**config.mk**
```make
export PLATFORM = sky130hd
export DESIGN_NAME = i2s_tdm_transceiver
export DESIGN_NICKNAME = d
export VERILOG_FILES = /design/src/rtl/i2s_tdm_transceiver.sv
export SDC_FILE = /design/constraint.sdc
export NUM_CORES = 1
export LEC_CHECK = 0
export CAP_MARGIN = 5
export CORE_ASPECT_RATIO = 1.1
export CORE_UTILIZATION = 54
export DETAILED_ROUTE_END_ITERATION = 8
export PLACE_DENSITY_LB_ADDON = 0.2
export RECOVER_POWER = 25
export SKIP_LAST_GASP = 1
export SLEW_MARGIN = 0
export SYNTH_ARGS = -nofsm -noshare
export SYNTH_HDL_FRONTEND = slang
export SYNTH_SLANG_ARGS = --single-unit
```
**constraint.sdc**
```tcl
create_clock -name clk -period 2.5 [get_ports clk]
set_clock_uncertainty 0.2 [all_clocks]
set_input_delay 0.25 -clock clk [delete_from_list [all_inputs] [get_ports clk]]
set_output_delay 0.25 -clock clk [all_outputs]
set_load 0.01 [all_outputs]
```
**src/rtl/i2s_tdm_transceiver.sv**
```systemverilog
`default_nettype none
// ============================================================================
// Module     : i2s_tdm_transceiver
// Description: Full-duplex I2S / left-justified / TDM serial audio port with
//              one-frame tx and rx holding buffers.
// Revision   : 1.0 - initial release
// ============================================================================
module i2s_tdm_transceiver #(
    parameter int DW      = 24,
    parameter int SLOT_W  = 32,
    parameter int CH      = 2,
    parameter int MCK_DIV = 8,
    parameter int MODE    = 0
) (
    input  logic             clk,
    input  logic             rst,
    output logic             sck,
    output logic             ws,
    output logic             sdout,
    input  logic             sdin,
    input  logic [CH*DW-1:0] tx_data,
    input  logic             tx_valid,
    output logic             tx_ready,
    output logic [CH*DW-1:0] rx_data,
    output logic             rx_valid,
    input  logic             rx_ready,
    output logic             frame_start,
    output logic             tx_underrun,
    output logic             rx_overrun
);

    localparam int c_N     = CH * SLOT_W;
    localparam int c_CW    = $clog2(MCK_DIV);
    localparam int c_PW    = $clog2(c_N);
    localparam int c_D     = (MODE == 0) ? 1 : 0;
    localparam int c_RW    = (CH - 1) * SLOT_W + DW;
    localparam int c_P_RX  = ((CH - 1) * SLOT_W + c_D + DW - 1) % c_N;

    localparam logic [c_CW-1:0] c_C_FALL = c_CW'(MCK_DIV - 1);
    localparam logic [c_CW-1:0] c_C_RISE = c_CW'(MCK_DIV / 2 - 1);
    localparam logic [c_CW-1:0] c_C_HALF = c_CW'(MCK_DIV / 2);
    localparam logic [c_PW-1:0] c_P_LAST = c_PW'(c_N - 1);
    localparam logic [c_PW-1:0] c_P_RXL  = c_PW'(c_P_RX);
    localparam logic [c_PW-1:0] c_P_SLOT = c_PW'(SLOT_W);

    logic [c_CW-1:0]  r_c;
    logic [c_PW-1:0]  r_p;
    logic             r_sck;
    logic             r_ws;
    logic             r_sdout;
    logic [c_N-1:0]   r_tx_sr;
    logic [CH*DW-1:0] r_tx_buf;
    logic             r_tx_full;
    logic [c_RW-2:0]  r_rx_sr;
    logic [CH*DW-1:0] r_rx_data;
    logic             r_rx_valid;
    logic             r_rx_overrun;

    logic [c_CW-1:0]  w_c_nxt;
    logic [c_PW-1:0]  w_p_nxt;
    logic             w_fall;
    logic             w_rise;
    logic             w_load;
    logic             w_ws_nxt;
    logic             w_rx_done;
    logic [CH*DW-1:0] w_tx_src;
    logic [c_N-1:0]   w_tx_frame;
    logic [c_RW-1:0]  w_rx_shift;
    logic [CH*DW-1:0] w_rx_frame;

    assign w_fall     = (r_c == c_C_FALL);
    assign w_rise     = (r_c == c_C_RISE);
    assign w_c_nxt    = w_fall ? '0 : r_c + 1'b1;
    assign w_load     = w_fall && (r_p == c_P_LAST);
    assign w_p_nxt    = w_fall ? ((r_p == c_P_LAST) ? '0 : r_p + 1'b1) : r_p;
    assign w_ws_nxt   = (CH == 2) ? (w_p_nxt >= c_P_SLOT) : (w_p_nxt == '0);
    assign w_rx_done  = w_rise && (r_p == c_P_RXL);
    assign w_tx_src   = r_tx_full ? r_tx_buf : '0;
    assign w_rx_shift = {r_rx_sr, sdin};

    // Frame vector is laid out MSB-first in slot order, each sample left-aligned in its slot
    for (genvar k = 0; k < CH; k++) begin : g_slot
        if (DW < SLOT_W) begin : g_pad
            assign w_tx_frame[c_N-1-k*SLOT_W -: SLOT_W] =
                {w_tx_src[k*DW +: DW], {(SLOT_W-DW){1'b0}}};
        end else begin : g_full
            assign w_tx_frame[c_N-1-k*SLOT_W -: SLOT_W] = w_tx_src[k*DW +: DW];
        end
        assign w_rx_frame[k*DW +: DW] = w_rx_shift[(CH-1-k)*SLOT_W +: DW];
    end

    always_ff @(posedge clk) begin
        if (rst) begin
            r_c     <= '0;
            r_p     <= '0;
            r_sck   <= 1'b0;
            r_ws    <= 1'b0;
            r_sdout <= 1'b0;
            r_tx_sr <= '0;
        end else begin
            r_c   <= w_c_nxt;
            r_sck <= (w_c_nxt >= c_C_HALF);
            if (w_fall) begin
                r_p  <= w_p_nxt;
                r_ws <= w_ws_nxt;
                if (w_load && MODE == 0) begin
                    // Last bit of the outgoing frame spills into p=0 of the new one
                    r_sdout <= r_tx_sr[c_N-1];
                    r_tx_sr <= w_tx_frame;
                end else if (w_load) begin
                    r_sdout <= w_tx_frame[c_N-1];
                    r_tx_sr <= {w_tx_frame[c_N-2:0], 1'b0};
                end else begin
                    r_sdout <= r_tx_sr[c_N-1];
                    r_tx_sr <= {r_tx_sr[c_N-2:0], 1'b0};
                end
            end
        end
    end

    always_ff @(posedge clk) begin
        if (rst) begin
            r_tx_full <= 1'b0;
            r_tx_buf  <= '0;
        end else begin
            if (w_load && r_tx_full) begin
                r_tx_full <= 1'b0;
            end
            if (tx_valid && !r_tx_full) begin
                r_tx_full <= 1'b1;
                r_tx_buf  <= tx_data;
            end
        end
    end

    always_ff @(posedge clk) begin
        if (rst) begin
            r_rx_sr      <= '0;
            r_rx_data    <= '0;
            r_rx_valid   <= 1'b0;
            r_rx_overrun <= 1'b0;
        end else begin
            r_rx_overrun <= 1'b0;
            if (w_rise) begin
                r_rx_sr <= w_rx_shift[c_RW-2:0];
            end
            if (w_rx_done) begin
                if (!r_rx_valid || rx_ready) begin
                    r_rx_data  <= w_rx_frame;
                    r_rx_valid <= 1'b1;
                end else begin
                    r_rx_overrun <= 1'b1;
                end
            end else if (r_rx_valid && rx_ready) begin
                r_rx_valid <= 1'b0;
            end
        end
    end

    assign sck         = r_sck;
    assign ws          = r_ws;
    assign sdout       = r_sdout;
    assign tx_ready    = !r_tx_full;
    assign rx_data     = r_rx_data;
    assign rx_valid    = r_rx_valid;
    assign frame_start = w_load;
    assign tx_underrun = w_load && !r_tx_full;
    assign rx_overrun  = r_rx_overrun;

endmodule
`default_nettype wire

```
# Yosys cells after proc, flatten, opt, wreduce, memory -nomap -nowiden
# Cells that the tools add are included.
[totals] reg_bits=230 in_bits=53 word_cells=47
[classes] n_mux=11 n_addsub=2 magnitude_cmp=2 eq_ne=5 reduce_logical=14 n_bitwise=1
[ops] cell="64-bit two-way mux" count=1
[ops] cell="48-bit two-way mux" count=1
[ops] cell="6-bit == test (second input constant)" count=2
[ops] cell="6-bit two-way mux" count=2
[ops] cell="6-bit by 1-bit adder with 6-bit output (second input constant)" count=1
[ops] cell="6-bit >= comparator (second input constant)" count=1
[ops] cell="1-bit logical AND" count=6
[ops] cell="1-bit two-way mux" count=6
[ops] cell="2-bit AND reduction" count=2
[ops] cell="2-bit nonzero test" count=2
[ops] cell="3-bit by 1-bit adder with 3-bit output (second input constant)" count=1
[ops] cell="3-bit by 2-bit == test with 1-bit output (second input constant)" count=1
[ops] cell="3-bit == test (second input constant)" count=1
[ops] cell="3-bit >= comparator (second input constant)" count=1
[ops] cell="3-bit two-way mux" count=1
[ops] cell="1-bit logical NOT" count=2
[ops] cell="2-bit by 1-bit != test with 1-bit output (second input constant)" count=1
[ops] cell="2-bit OR reduction" count=1
[ops] cell="1-bit logical OR" count=1
[ops] cell="1-bit inverter" count=1

# Logic depth before layout (Yosys ltp)
[logic_depth] ltp_word=5 depth_mapped=9 depth_no_buf=6

# Worst setup path before layout
# No wires, ideal clock.
[synth_timing] kind="register to register" startpoint="register r_c[0]" endpoint="register r_rx_data[27], in the netlist rx_data[27]" required_time_ps=2172 setup_slack_ps=584 synth_period_minus_slack_ps=1916 stages_incl_launch_ff=10 n_path_buf=3 t_arrival_ps=1588 cell_sequence="dfxtp_1 ha_1 ha_1 and3b_1 and3_1 buf_2 buf_8 buf_12 mux2i_1 nor2_1"
[synth_via] elab_chain_cells=3
[synth_rtl] element="from (decl)" line_no="46" rtl="logic [c_CW-1:0] r_c;"
[synth_rtl] element="from (signal assigned)" line_no="101" rtl="r_c <= w_c_nxt;"
[synth_rtl] element="3-bit by 2-bit == test with 1-bit output" line_no="72" rtl="assign w_rise = (r_c == c_C_RISE);"
[synth_rtl] element="1-bit logical AND" line_no="77" rtl="assign w_rx_done = w_rise && (r_p == c_P_RXL);"
[synth_rtl] element="2-bit AND reduction (no source line)"
[synth_rtl] element="to (signal assigned)" line_no="149" rtl="r_rx_data <= w_rx_frame;"
[synth_rtl] element="to (decl)" line_no="55" rtl="logic [CH*DW-1:0] r_rx_data;"
# Every way passes these cells.
# A chain may end at the register's enable or synchronous reset.

# Worst setup path after layout
[layout_timing] startpoint="register r_p[4]" endpoint="output frame_start"
[layout_via] elab_chain_cells=2
[layout_rtl] element="from (decl)" line_no="47" rtl="logic [c_PW-1:0] r_p;"
[layout_rtl] element="from (signal assigned)" line_no="104" rtl="r_p <= w_p_nxt;"
[layout_rtl] element="6-bit == test" line_no="74" rtl="assign w_load = w_fall && (r_p == c_P_LAST);"
[layout_rtl] element="1-bit logical AND" line_no="74"
[layout_rtl] element="to (decl)" line_no="27" rtl="output logic frame_start,"
# Every way passes these cells.

==> results.sh <==
export IMPL_synth_cell_types=34
export IMPL_wire_per_inst_um=13.3
export IMPL_required_ps=2050
export IMPL_tightest_slew_ps=1040
export IMPL_power_total_uw=7780
export IMPL_fmax_mhz=416
export IMPL_reg2reg_depth=8
export IMPL_grt_pass1_vias=5748
export IMPL_finalSetupTns_ps=0
export IMPL_p_per_area_nw_per_um2=759
export IMPL_ys_flop_type="dfxtp_1"
export IMPL_seq_area_frac_synth_pct=54.2
export IMPL_whs_path_depth=2
export IMPL_drv_slew=0
export IMPL_final_nets=1044
export IMPL_drive_gt1_share_pct=6.79
export IMPL_start_kind="flop"
export IMPL_pin_count=109
export IMPL_crit_slowest_cell="clkdlybuf4s50_1"
export IMPL_cap_violations=0
export IMPL_crit_fanout=5
export IMPL_worstSetupEndpointType="output port"
export IMPL_drtIter0Drc=312
export IMPL_synth_nets=963
export IMPL_critical_path_arrival_ps=1950
export IMPL_clk_pin_slew_ps=60
export IMPL_async_reset_ff_share_pct=0
export IMPL_ys_warn_count=0
export IMPL_grt_pass1_wl_um=27200
export IMPL_layout_common_cells="dfxtp_1 (218), nor2_1 (213), mux2i_1 (106)"
export IMPL_finalCritPeriodShare_pct=96.2
export IMPL_slew_headroom_pct=30.8
export IMPL_status="complete, no violations"
export IMPL_grt_max_degree=84
export IMPL_std_cell_rows=46
export IMPL_setup_viol=0
export IMPL_synth_seq_cells=221
export IMPL_die_h_um=131
export IMPL_fillers=1141
export IMPL_synth_top_cell_by_area="dfxtp_1"
export IMPL_core_area_um2=14600
export IMPL_synthToLayoutAreaGrowth_pct=25.6
export IMPL_synth_cells=905
export IMPL_cts_tree="built"
export IMPL_dieWidth_um=119
export IMPL_final_common_cell="dfxtp_1"
export IMPL_grtUsageTotal_pct=20.8
export IMPL_vdd_drop_max_mv=0.575
export IMPL_initial_core_util_pct=56.0
export IMPL_clock_sinks=221
export IMPL_power_leakage_uw=0.00387
export IMPL_synthTopCellsByArea="dfxtp_1 (54%), mux2i_1 (13%), nor2_1 (9.8%), a21oi_1 (6.1%), nand2_1 (4.6%)"
export IMPL_hold_path_class="input pin to flop"
export IMPL_cts_root_buf="clkbuf_16"
export IMPL_vias=6232
export IMPL_rsz0062_at_grt="no"
export IMPL_setup_ws_ps=95.3
export IMPL_synth_edf_count=0
export IMPL_drt_wl_total_um=15900
export IMPL_cts_setup_buffers=0
export IMPL_whs_ps=33.3
export IMPL_grt_overflow_total=0
export IMPL_hold_viol=0
export IMPL_cp_cell_sequence="and4_4 > nand3_4 > inv_2 > clkdlybuf4s50_1"
export IMPL_antenna_found_initial=0
export IMPL_clock_latency_ps=500
export IMPL_pre_cts_slack_ps=393
export IMPL_place_congestion=0.731
export IMPL_ant_nets=0
export IMPL_htree_levels=1
export IMPL_drtPass1Iterations=4
export IMPL_cts_max_path_buffers=3
export IMPL_portBuffers=108
export IMPL_post_route_min_period_ps=2400
export IMPL_final_area_um2=10200
export IMPL_vias_per_cell=5.22
export IMPL_dieArea_um2=15600
export IMPL_path_class="flop to output port"
export IMPL_synth_top_area_share_pct=54.2
export IMPL_antennaDiodeCount=0
export IMPL_cp_slowest_stage_delay_ps=540
export IMPL_syn_area_um2=8160
export IMPL_drc=0
export IMPL_syn_avg_cell_area_um2=9.01
export IMPL_dp_hpwl_um=9530
export IMPL_cts_made_buffers=23
export IMPL_post_dp_cell_area_um2=9350
==> through the flow <==
step | util [%] | instances
2_1_floorplan | - | 905
3_3_place_gp | 64.2 | 1153
5_1_grt | 70.4 | 1194
6_report | 70.4 | 1194
3_5_place_dp | 64.2 | 1153
4_1_cts | 70.4 | 1194
==> area by class of cell <==
cell class	instances	area [µm²]	area share, %
Multi-Input combinational cell	606	3420	33.4
Clock inverter	10	214	2.09
Tap cell	192	240	2.34
Sequential cell	221	4430	43.2
Timing Repair Buffer	126	1260	12.3
Inverter	8	30.0	0.293
Clock buffer	31	656	6.40
==> cells by family after synthesis <==
logic type	share of synthesized area, %
mux	13.0
buf+inv	4.75
compound gates	7.27
fa+ha+maj	0.767
flops	54.2
simple gates	19.5
xor+xnor	0.430
==> state kept, by name, summed over array words and instances, names as in the netlist, 3 cells and up <==
signal,cells
r_tx_sr,56
r_rx_sr,55
r_tx_buf,48
rx_data,48
r_p,6
r_c,3
==> critical path, delay by kind of cell, from the launching register on <==
kind                   cells  cell delay [ps]
buffers and inverters      2              650
flip-flops                 1              410
AND/OR/NAND/NOR            2              410
==> report_power, final <==
group	internal [µW]	switching, µW	leakage (µW)
registers	3580	40.2	0.00179
logic	160	190	0.00166
clock network	2460	1350	0.000423
total	6200	1580	0.00387
==> Yosys cell counts (all sizes together), types with 2 or more instances <==
cell type / number
dfxtp: 221
nor2: 214
mux2i: 106
nand2: 101
a21oi: 100
nor4: 47
clkbuf: 39
buf: 31
a22oi: 8
inv: 8
ha: 5
nand4: 3
nor3: 3
xor2: 3
and3: 2
nand3: 2
nor2b: 2
or3: 2
==> final timing paths <==
path | from | endpoint | slack (ps)
worst max-delay path | r_p[4] | frame_start | 100
worst min-delay path | rst | r_tx_buf[33] | 30
worst max register to register | r_c[0] | r_tx_sr[27] | 280
worst min register to register | r_tx_buf[6] | r_tx_buf[6] | 250
==> repair_timing <==
item | 4_1_cts | 5_1_grt
setup endpoints to repair | 2 | 1
hold buffers | 0 | 0
resized for setup | 7 | 5
endpoints found under the hold margin | 0 | 0
==> per-layer routing <==
layer  track usage [%]  vias up  routed length (µm)
li1                  -     3202                   -
met3              2.95       29                 520
met4              6.33        0                 301
met1              27.4     2892                7560
met2              35.7      109                7510
met5                 0        -                   0
No activity file was read; power rests on OpenSTA's default activity.
